==> src/rtl/lbist_counter_pkg.sv <==
// Shared defaults for the LBIST pattern/cycle counter.
package lbist_counter_pkg;
    localparam int LBIST_CNT_BITS     = 8;
    localparam bit LBIST_CNT_SATURATE = 1'b0;
endpackage

==> src/rtl/lbist_counter.sv <==
// Up-counter with clear/load/increment priority, terminal-count decode and a
// registered overflow pulse; optionally clamps at all-ones instead of wrapping.
module lbist_counter
    import lbist_counter_pkg::*;
#(
    parameter int BITS     = LBIST_CNT_BITS,
    parameter bit SATURATE = LBIST_CNT_SATURATE
) (
    input  logic            clk,
    input  logic            rst,
    input  logic            inc,
    input  logic            clr,
    input  logic            load,
    input  logic [0:BITS-1] load_val,
    output logic [0:BITS-1] count,
    output logic            tc,
    output logic            ovf
);

    logic [0:BITS-1] count_d, count_q;
    logic            ovf_d, ovf_q;
    logic            at_max;

    always_comb begin
        at_max  = &count_q;
        count_d = count_q;
        ovf_d   = 1'b0;
        if (clr) begin
            count_d = '0;
        end else if (load) begin
            count_d = load_val;
        end else if (inc) begin
            // ovf pulses on every increment from all-ones, clamped or not
            ovf_d = at_max;
            if (at_max && SATURATE) count_d = count_q;
            else                    count_d = count_q + 1'b1;
        end
    end

    always_ff @(posedge clk or posedge rst) begin
        if (rst) begin
            count_q <= '0;
            ovf_q   <= 1'b0;
        end else begin
            count_q <= count_d;
            ovf_q   <= ovf_d;
        end
    end

    assign count = count_q;
    assign tc    = at_max;
    assign ovf   = ovf_q;

endmodule

==> config.mk <==
export PLATFORM = sky130hd
export DESIGN_NAME = lbist_counter
export DESIGN_NICKNAME = d
export VERILOG_FILES = /design/src/rtl/lbist_counter_pkg.sv /design/src/rtl/lbist_counter.sv
export SDC_FILE = /design/constraint.sdc
export NUM_CORES = 1
export LEC_CHECK = 0
export CORE_UTILIZATION = 26
export DETAILED_ROUTE_END_ITERATION = 6
export PLACE_DENSITY_LB_ADDON = 0.1
export SLEW_MARGIN = 10
export SYNTH_ARGS = -nofsm -noshare
export SYNTH_HDL_FRONTEND = slang
export SYNTH_SLANG_ARGS = --single-unit
==> constraint.sdc <==
create_clock -name clk -period 1.62 [get_ports clk]
set_input_delay 0.486 -clock clk [delete_from_list [all_inputs] [get_ports clk]]
set_output_delay 0.486 -clock clk [all_outputs]
set_load 0.01 [all_outputs]
=== Yosys cells after proc, flatten, opt, wreduce, memory -nomap -nowiden ===
Index checks and enable logic that the tools add are counted.

* Reductions and logical operators: 2
* Multiplexer cells: 6
* Add/subtract/negate cells: 1

{| class="wikitable"
|+ Operators by type and width
! operator !! count
|-
| 8-bit two-way mux || 3
|-
| 8-bit by 1-bit adder with 8-bit output, second input constant || 1
|-
| 8-bit AND reduction || 1
|-
| 1-bit two-way mux || 3
|-
| 3-bit nonzero test || 1
|}

* Logic and storage cells: 11
* Input bits: 13
* Output and inout port bits: 10
* Flip-flop bits (word level): 9

=== Logic depth before layout (Yosys ltp) ===
Gate-level depths: netlist of the first run.

* Depth in word-level cells: 4
* Depth in mapped cells: 4
* Mapped depth without buffers: 4

=== Worst setup path after synthesis of the first run ===
OpenSTA, ideal clock, no wires.

* Path kind: input-to-reg
* Start point: input port clr
* End point: register count_q (netlist bit count[0])
* Setup time: 0.090 ns
* Path buffers: 1
* Data required time: 1.530 ns
* Slack: 0.023 ns
* Arrival time: 1.506 ns
* Stages: 4
* Cell sequence: buf_4 or3b_1 or4_1 o221ai_1

* Word-level cells in the longest chain between the ends: 1
* Elaborated cells on any way between the ends: 2
* Classes of those cells: mux (1); reduce/logical (1)

{| class="wikitable"
|+ RTL lines
! item !! RTL line !! source
|-
| from (decl) || lbist_counter.sv:12 || <nowiki>input logic clr,</nowiki>
|-
| 3-bit nonzero test (no line) or 8-bit two-way mux (tied branches) || -- ||
|-
| to (signal assigned) || lbist_counter.sv:45 || <nowiki>count_q <= count_d;</nowiki>
|-
| to (decl) || lbist_counter.sv:20 || <nowiki>logic [0:BITS-1] count_d, count_q;</nowiki>
|}

Parallel ways exist; a longest one is shown, timed or not.
A chain may end at the register's enable or synchronous reset.

=== Worst setup path after layout of the first run ===
* Start point: register count_q (netlist bit count[6])
* End point: output port tc

* Word-level cells in the longest chain between the ends: 1

{| class="wikitable"
|+ RTL lines
! item !! RTL line !! source
|-
| 8-bit AND reduction || lbist_counter.sv:25 || <nowiki>at_max = &count_q;</nowiki>
|-
| to (decl) || lbist_counter.sv:16 || <nowiki>output logic tc,</nowiki>
|}

No other way between the ends.

==> flow_metrics.py, run 1 <==
metrics = {
    "drt": {
        "avgViaCountPerCell": 4.80,
        "ant_nets": 0,
        "drc": 0,
        "vias": 610,
        "dr.pass1.iters": 4,
        "wl_um": 1440,
        "wl_per_cell_um": 11.4,
        "drt_iter0_drc": 7,
    },
    "timing": {
        "relSlewSlack_pct": 76.1,
        "worst_slack_ps": 23.9,
        "whs_ps": 494,
        "slew_violations": 0,
        "max_freq_mhz": 627,
        "setup_tns_ps": 0,
        "hold_viol": 0,
        "final.period_utilization_pct": 98.5,
        "max_slew.worst_pin.slew_ps": 358,
        "finClkSkew_ps": 3.24,
        "rsz0062_at_grt": "yes",
        "setup_violations": 0,
        "fin_crit_ps": 1600,
    },
    "clock_tree": {
        "clkLatencyLatePin_ps": 260,
        "cts.sinks": 9,
        "htree_levels": 1,
        "holdBufCountCts": 0,
        "cts_root_buffer": "clkbuf_4",
        "cts_tree": "built",
        "cts_made_buffers": 3,
        "clk_pin_slew_ps": 70,
        "cts_max_path_buffers": 2,
    },
    "synth": {
        "ys_ff_latch": 9,
        "ys_warn_count": 0,
        "avgSynthCellArea_sq_um": 8.93,
        "synth_top_area_share_pct": 42.8,
        "ys_top_cells_by_area": "dfrtp_1, xor2_1, nor2_1, nand3_1, a211oi_1",
        "synth-adder-area-share_pct": 2.38,
        "synthTopCellsByCount": "dfrtp_1, nor2_1, nand2_1",
        "synth_mux_area_share_pct": 2.14,
        "async_flop_share_pct": 100,
        "synth-xor-area-share_pct": 6.65,
        "synth_cell_types": 24,
        "syn_area_sq_um": 527,
        "synth_simple_gate_area_share_pct": 25.4,
        "synth_fp_nets": 73,
        "ys_dominant_reg_cell": "dfrtp_1",
        "yosysTopAreaCell": "dfrtp_1",
        "synth_cells": 59,
        "synth_compound_gate_area_share_pct": 15.0,
        "synth_edf_count": 0,
        "yosysMostFrequentCell": "dfrtp_1",
        "ys_seq_area_share_pct": 42.8,
        "synth_top_family_by_area": "simple AND/OR/NAND/NOR gates",
    },
    "finish": {
        "fin_nets": 117,
        "fin_cells": 127,
        "fin_util_pct": 50.7,
        "n_fill_cell": 190,
        "diodes": 0,
        "drive_above_1_share_pct": 26.5,
        "area_growth_syn_to_layout_pct": 75.3,
        "final_area_sq_um": 923,
    },
    "critical_path": {
        "worstPathMaxFanout": 2,
        "cpLargestDelayFamily": "flip-flops",
        "path_buf_inv": 1,
        "crit_path_end_kind": "output port",
        "worst_path_max_delay_cell": "dfrtp_1",
        "critical_path.max_stage_delay_ps": 350,
        "arrival_ps": 1110,
        "critPathKind": "reg -> out",
        "cp-start-kind": "flop",
        "crit_chain": "ha_2, nand3_2, nor2_1, buf_2",
        "required_ps": 1130,
    },
    "pwr": {
        "peakVddDrop_uv": 463,
        "p_leak_nw": 0.446,
        "power_density_nw_per_um2": 618,
        "total_power_mw": 0.570,
    },
    "die": {
        "coreArea_sq_um": 1820,
        "pin_count": 23,
        "std_cell_rows": 15,
        "chipWidth_um": 47.0,
        "start_util_pct": 28.9,
        "die_h_um": 47.0,
        "fp.dieArea_sq_um": 2210,
    },
    "global_route": {
        "gr-usage-all-layers_pct": 15.6,
        "grt_max_degree": 10,
        "grt_pass1_wl_um": 2410,
        "grt_pass1_vias": 586,
        "antenna_found_initial": 0,
        "grt_overflow_total": 0,
    },
    "placement": {
        "postPlaceCellArea_sq_um": 898,
        "dp_hpwl_um": 1110,
        "gp_congestion": 0.801,
        "dpl_worst_slack_ps": -386,
        "numPortBuffers": 22,
        "dp.cells": 122,
    },
    "flow_run": {
        "cap_violations": 0,
    },
    "worst_hold_path": {
        "hold_class": "in -> async",
    },
    "outcome": {
        "outcome": "finished clean",
    },
}
-- metal layers --
layer  vias to the layer above  GRT usage (%)  wire length (um)
met1                       284           20.2               668
met4                         0           5.14                12
met2                        23           25.8               685
met3                         2           3.46                77
li1                        301              -                 -
met5                         -              0                 0
-- worst register-to-register path: stages (launching register included) --
cell      delay, ps
dfrtp_1         360
buf_4           150
nand4_1         100
or3_1           360
a311oi_1        250
-- where the power goes --
| part | internal, mW | total [mW] | switching [mW] |
|---|---|---|---|
| clock | 0.0949 | 0.177 | 0.0822 |
| combinational | 0.0827 | 0.147 | 0.0647 |
| sequential | 0.238 | 0.246 | 0.00796 |
| total | 0.416 | 0.570 | 0.155 |
-- layout make-up --
cell class | count | area [sq um] | area share (%)
Clock buffer | 4 | 26.3 | 2.85
Inverter | 2 | 7.51 | 0.813
Multi-Input combinational cell | 45 | 279 | 30.2
Sequential cell | 9 | 225 | 24.4
Tap cell | 25 | 31.3 | 3.39
Timing Repair Buffer | 42 | 354 | 38.3
-- registers in the layout (all words and copies together), names as in the netlist --
| signal | flops |
|---|---|
| ovf | 1 |
| count | 8 |
-- final timing paths --
check                              start       end  slack, ps  depth (start not counted)
worst max-delay path            count[6]        tc         20                          4
worst min-delay path                 rst       ovf        490                          2
worst max register to register  count[5]  count[2]        300                          4
worst min register to register  count[1]  count[1]        670                          3
max in group asynchronous            rst  count[4]        860                          2
min in group clk                count[1]  count[1]        670                          3
-- timing repair --
action                     in CTS  in global routing
cloned                          0                  0
resized for setup              17                  1
setup endpoints to repair      12                  2
setup buffers                   0                  1
pin swaps                       1                  3
-- logic make-up (layout without fill, tap and decap cells) --
group	count (synthesis)	in the layout
AND/OR/NAND/NOR	27	27
AO/OA/AOI/OAI	12	12
flip-flops	9	9
buffers and inverters	5	48
XOR/XNOR	4	4
adder cells (fa/ha/maj)	1	1
multiplexers	1	1
-- placed cells by master, fill, tap and decap left out, types with 2 or more instances in the layout --
| cell | instances |
|---|---|
| a211oi_1 | 3 |
| a21oi_1 | 3 |
| buf_4 | 20 |
| clkbuf_4 | 3 |
| clkdlybuf4s50_1 | 9 |
| dfrtp_1 | 9 |
| dlygate4sd2_1 | 11 |
| inv_1 | 2 |
| nand2_1 | 6 |
| nand3_1 | 4 |
| nand4_1 | 3 |
| nor2_1 | 7 |
| o21ai_0 | 2 |
| or3_1 | 2 |
| xor2_1 | 4 |
Power figures use the tool's default switching activity.
==> inputs of run 2 (changes only) <==
--- a/config.mk
+++ b/config.mk
@@ -8,6 +8,7 @@
 export CORE_UTILIZATION = 26
 export DETAILED_ROUTE_END_ITERATION = 6
 export PLACE_DENSITY_LB_ADDON = 0.1
+export REMOVE_ABC_BUFFERS = 1
 export SLEW_MARGIN = 10
 export SYNTH_ARGS = -nofsm -noshare
 export SYNTH_HDL_FRONTEND = slang
==> run 2 against run 1 <==
  * Core utilization grew 2.0 points
  * Clock skew grew 2.3 ps
  * Hold slack gained 0.60 ps
  * Clock-buffer cell count is the same
  * Fmax shrank 0.60%
  * Sequential cell count is the same
  * Setup slack lost 9.7 ps
  * Total power grew 1.2%
  * Sequential power is essentially flat
  * Cell area grew 3.9%
  * Clock power is essentially flat
  * Largest power group unchanged
  * First-iteration DRC count shrank 14%
==> flow_metrics.py, run 2 (synthesis results as in run 1) <==
metrics = {
    "drt": {
        "ant_nets": 0,
        "drc": 0,
        "wl_um": 1580,
        "vias": 603,
        "dr.pass1.iters": 2,
        "wl_per_cell_um": 12.3,
        "drt_iter0_drc": 6,
        "avgViaCountPerCell": 4.71,
    },
    "critical_path": {
        "arrival_ps": 1120,
        "reg2regPathDepth": 6,
        "worst_path_max_delay_cell": "dfrtp_1",
        "critical_path.max_stage_delay_ps": 350,
        "crit_path_end_kind": "output port",
        "r2r_end": "count[1]",
        "worstPathMaxFanout": 2,
        "critPathKind": "reg -> out",
        "crit_chain": "ha_2, nand3_2, nor2_2, buf_2",
        "reg2reg_from": "count[7]",
        "cp-start-kind": "flop",
        "r2r_slack_ps": 190,
        "required_ps": 1130,
    },
    "die": {
        "fp.dieArea_sq_um": 2210,
        "coreArea_sq_um": 1820,
        "start_util_pct": 28.9,
        "pin_count": 23,
        "std_cell_rows": 15,
        "die_h_um": 47.0,
        "chipWidth_um": 47.0,
    },
    "clock_tree": {
        "cts_root_buffer": "clkbuf_4",
        "cts_tree": "built",
        "clk_pin_slew_ps": 60,
        "cts.sinks": 9,
        "cts_made_buffers": 3,
        "htree_levels": 1,
        "holdBufCountCts": 0,
        "cts_max_path_buffers": 2,
        "clkLatencyLatePin_ps": 260,
    },
    "finish": {
        "drive_above_1_share_pct": 31.1,
        "area_growth_syn_to_layout_pct": 82.2,
        "fin_nets": 118,
        "final_common_cell": "buf_4",
        "diodes": 0,
        "largest_register_ff_count": 8,
        "layout_common_cells": "buf_4, dlygate4sd2_1, dfrtp_1, clkdlybuf4s50_1",
    },
    "global_route": {
        "grt_pass1_vias": 583,
        "gr-usage-all-layers_pct": 16.7,
        "grt_max_degree": 12,
        "grt_pass1_wl_um": 2530,
        "antenna_found_initial": 0,
        "grt_overflow_total": 0,
    },
    "timing": {
        "finClkSkew_ps": 5.54,
        "fin_crit_ps": 1610,
        "worst_slack_ps": 14.2,
        "setup_violations": 0,
        "max_freq_mhz": 623,
        "final.period_utilization_pct": 99.1,
        "relSlewSlack_pct": 75.5,
        "setup_tns_ps": 0,
        "slew_violations": 0,
        "whs_ps": 494,
        "hold_viol": 0,
        "max_slew.worst_pin.slew_ps": 368,
        "rsz0062_at_grt": "yes",
    },
    "pwr": {
        "p_leak_nw": 0.457,
        "peakVddDrop_uv": 346,
        "power_density_nw_per_um2": 602,
    },
    "placement": {
        "dp_hpwl_um": 1120,
        "gp_congestion": 0.730,
        "dpl_worst_slack_ps": -404,
        "numPortBuffers": 22,
    },
    "flow_run": {
        "cap_violations": 0,
    },
    "worst_hold_path": {
        "hold_class": "in -> async",
    },
    "outcome": {
        "outcome": "finished clean",
    },
}
[run 2: routing by layer]
layer | global-route usage, % | up-vias | part of all wire (%)
li1 | - | 304 | -
met1 | 20.0 | 280 | 45
met2 | 28.6 | 19 | 49
met3 | 7.31 | 0 | 6.3
met4 | 1.71 | 0 | 0
met5 | 0 | - | 0
[run 2: worst max path at each step]
stage          startpoint        to  depth (start not counted)
3_3_place_gp          inc  count[0]                          4
6_report         count[7]        tc                          4
5_1_grt          count[6]        tc                          4
2_1_floorplan        load  count[0]                          3
3_5_place_dp          inc  count[0]                          4
4_1_cts          count[7]        tc                          4
[run 2: cell type report]
type / count / area (sq um)
Clock buffer: 4 / 26.3
Fill cell: 196 / 861
Inverter: 2 / 7.51
Multi-Input combinational cell: 45 / 294
Sequential cell: 9 / 225
Tap cell: 25 / 31.3
Timing Repair Buffer: 43 / 375
[run 2: repair_timing]
action / CTS / global route
pin swaps: 1 / 3
setup buffers: 0 / 2
resized for setup: 17 / 6
setup endpoints to repair: 12 / 3
[run 2: report_power, final]
group	internal [mW]	leakage (nW)	switching [mW]
combinational	0.0888	0.323	0.0681
sequential	0.238	0.118	0.00834
clock	0.0950	0.0150	0.0790
total	0.422	0.457	0.155
[run 2: worst max-delay path, delay by kind of cell (launching register included)]
family	cells	cell delay, ps
buffers and inverters	1	140
and+or+nand+nor	2	180
adders and majority gates	1	190
DFF	1	350
[run 2: per-stage QoR]
| stage | cells | utilization, % | instance area (sq um) | power (mW) |
|---|---|---|---|---|
| after floorplan | 56 | - | 504 | 0.301 |
| after global placement | 122 | 50.0 | 911 | 0.413 |
| after detailed placement | 122 | 50.0 | 911 | 0.415 |
| after CTS | 126 | 51.5 | 937 | 0.586 |
| after global routing | 128 | 52.7 | 960 | 0.613 |
| final | 128 | 52.7 | 960 | 0.577 |
==> inputs of run 3 (changes only) <==
--- a/config.mk
+++ b/config.mk
@@ -5,7 +5,7 @@
 export SDC_FILE = /design/constraint.sdc
 export NUM_CORES = 1
 export LEC_CHECK = 0
-export CORE_UTILIZATION = 26
+export CORE_UTILIZATION = 39
 export DETAILED_ROUTE_END_ITERATION = 6
 export PLACE_DENSITY_LB_ADDON = 0.1
 export REMOVE_ABC_BUFFERS = 1
==> run 3 against run 2 <==
  * Total power shrank 1.6%
  * Critical path depth is the same
  * Register-to-register slack gained 80 ps
  * Sequential cell count is the same
  * Highest routed layer is now met4
  * Global-route usage grew 7.9 points
  * Wire length shrank 8.9%
  * Cell area shrank 5.2%
==> flow_metrics.py, run 3 (synthesis results as in run 1) <==
metrics = {
    "critical_path": {
        "critical_path.max_stage_delay_ps": 360,
        "arrival_ps": 1120,
        "cpLargestDelayFamily": "flip-flops",
        "reg2reg_from": "count[6]",
        "path_buf_inv": 1,
        "worstPathMaxFanout": 2,
        "critPathKind": "reg -> out",
        "crit_path_end_kind": "output port",
        "required_ps": 1130,
        "worst_path_max_delay_cell": "dfrtp_1",
        "cp-start-kind": "flop",
        "r2r_end": "count[1]",
        "reg2regPathDepth": 5,
        "crit_chain": "ha_2, nand3_2, nor2_1, buf_2",
        "r2r_slack_ps": 270,
    },
    "worst_hold_path": {
        "hold_class": "in -> async",
    },
    "timing": {
        "setup_violations": 0,
        "final.period_utilization_pct": 99.1,
        "whs_ps": 486,
        "finClkSkew_ps": 2.20,
        "max_freq_mhz": 623,
        "rsz0062_at_grt": "yes",
        "max_slew.worst_pin.slew_ps": 351,
        "setup_tns_ps": 0,
        "fin_crit_ps": 1610,
        "hold_viol": 0,
        "slew_violations": 0,
        "relSlewSlack_pct": 76.6,
    },
    "placement": {
        "dp_hpwl_um": 1160,
        "gp_congestion": 0.771,
        "numPortBuffers": 22,
        "postPlaceCellArea_sq_um": 885,
    },
    "pwr": {
        "comb_power_share_pct": 26.5,
        "p_leak_nw": 0.445,
        "peakVddDrop_uv": 515,
        "seqPwrFrac_pct": 43.5,
        "p_int_mw": 0.417,
        "switching_share_pct": 26.5,
        "power_density_nw_per_um2": 624,
        "p_clk_share_pct": 30.0,
        "p_switching_mw": 0.151,
    },
    "clock_tree": {
        "htree_levels": 1,
        "cts_made_buffers": 3,
        "clkLatencyLatePin_ps": 260,
        "holdBufCountCts": 0,
        "cts_tree": "built",
        "cts_root_buffer": "clkbuf_4",
        "cts.sinks": 9,
        "clk_pin_slew_ps": 60,
        "cts_max_path_buffers": 2,
    },
    "die": {
        "die_h_um": 38.8,
        "fp.dieArea_sq_um": 1500,
        "std_cell_rows": 12,
        "coreArea_sq_um": 1190,
        "pin_count": 23,
        "chipWidth_um": 38.8,
        "start_util_pct": 44.4,
    },
    "finish": {
        "drive_above_1_share_pct": 26.5,
        "n_fill_cell": 92,
        "fin_util_pct": 76.7,
        "largest_register_ff_count": 8,
        "fin_nets": 117,
        "multiInputGateArea_sq_um": 279,
        "final_common_cell": "buf_4",
        "seq_area_sq_um": 225,
        "layout_common_cells": "buf_4, dlygate4sd2_1, dfrtp_1, clkdlybuf4s50_1, nor2_1",
        "area_growth_syn_to_layout_pct": 72.7,
        "diodes": 0,
        "final_area_sq_um": 910,
    },
    "global_route": {
        "use_met2_pct": 42.9,
        "antenna_found_initial": 0,
        "grt.met1_usage_pct": 26.8,
        "grt_max_degree": 10,
        "busiest_layer": "met2",
        "gr-usage-all-layers_pct": 24.6,
        "grt_use_met3_pct": 9.25,
        "grt_overflow_total": 0,
        "grt_pass1_wl_um": 2480,
        "grt_pass1_vias": 622,
    },
    "drt": {
        "drc": 0,
        "wl_per_cell_um": 12.4,
        "drt_iter0_drc": 12,
        "avgViaCountPerCell": 5.26,
        "dr.pass1.iters": 4,
        "wl_um": 1440,
        "ant_nets": 0,
        "vias": 610,
    },
    "outcome": {
        "outcome": "finished clean",
    },
    "flow_run": {
        "cap_violations": 0,
    },
}
[run 3: changes by cell type in the layout (fill, tap and decap cells not counted), sizes merged]
cell           change
buf                -1
clkdlybuf4s15      -1
dlygate4sd2        +1
[run 3: routing by layer]
layer  share of wire, %  routed length (um)  vias to the layer above
met1                 43                 611                      287
met3                6.5                  93                        2
li1                   -                   -                      298
met4               0.70                  10                        0
met2                 50                 719                       23
met5                  0                   0                        -
[run 3: what timing repair did]
item / in CTS / in global routing
endpoints found under the setup margin: 12 / 2
pin swaps: 1 / 0
setup buffers: 1 / 0
resized for setup: 17 / 1
[run 3: area by class of cell]
| cell class | instances | area share (%) |
|---|---|---|
| Clock buffer | 4 | 2.89 |
| Inverter | 2 | 0.825 |
| Multi-Input combinational cell | 45 | 30.7 |
| Sequential cell | 9 | 24.8 |
| Tap cell | 14 | 1.93 |
| Timing Repair Buffer | 42 | 38.9 |
[run 3: how the worst max path moves through the flow]
stage | startpoint | end | slack (ps) | cells after the start
finish | count[6] | tc | 10 | 4
global route | count[7] | tc | -10 | 4
CTS | ovf | ovf | 10 | 1
detailed placement | inc | count[0] | -370 | 4
global placement | inc | count[0] | -340 | 4
floorplan | load | count[0] | 140 | 3
[run 3: per-stage QoR]
step                      power (mW)  setup WS, ps  instances
after global routing           0.597         -15.0        116
after global placement         0.406          -342        111
after floorplan                0.301           143         56
final                          0.568          14.6        116
after CTS                      0.575          11.4        116
after detailed placement       0.412          -368        111
[run 3: power by group through the flow]
stage               combinational [mW]  clock [mW]  sequential (mW)
detailed placement               0.161           0            0.251
CTS                              0.151       0.177            0.247
floorplan                       0.0365           0            0.264
finish                           0.150       0.170            0.247
global route                     0.165       0.183            0.249
global placement                 0.156           0            0.250
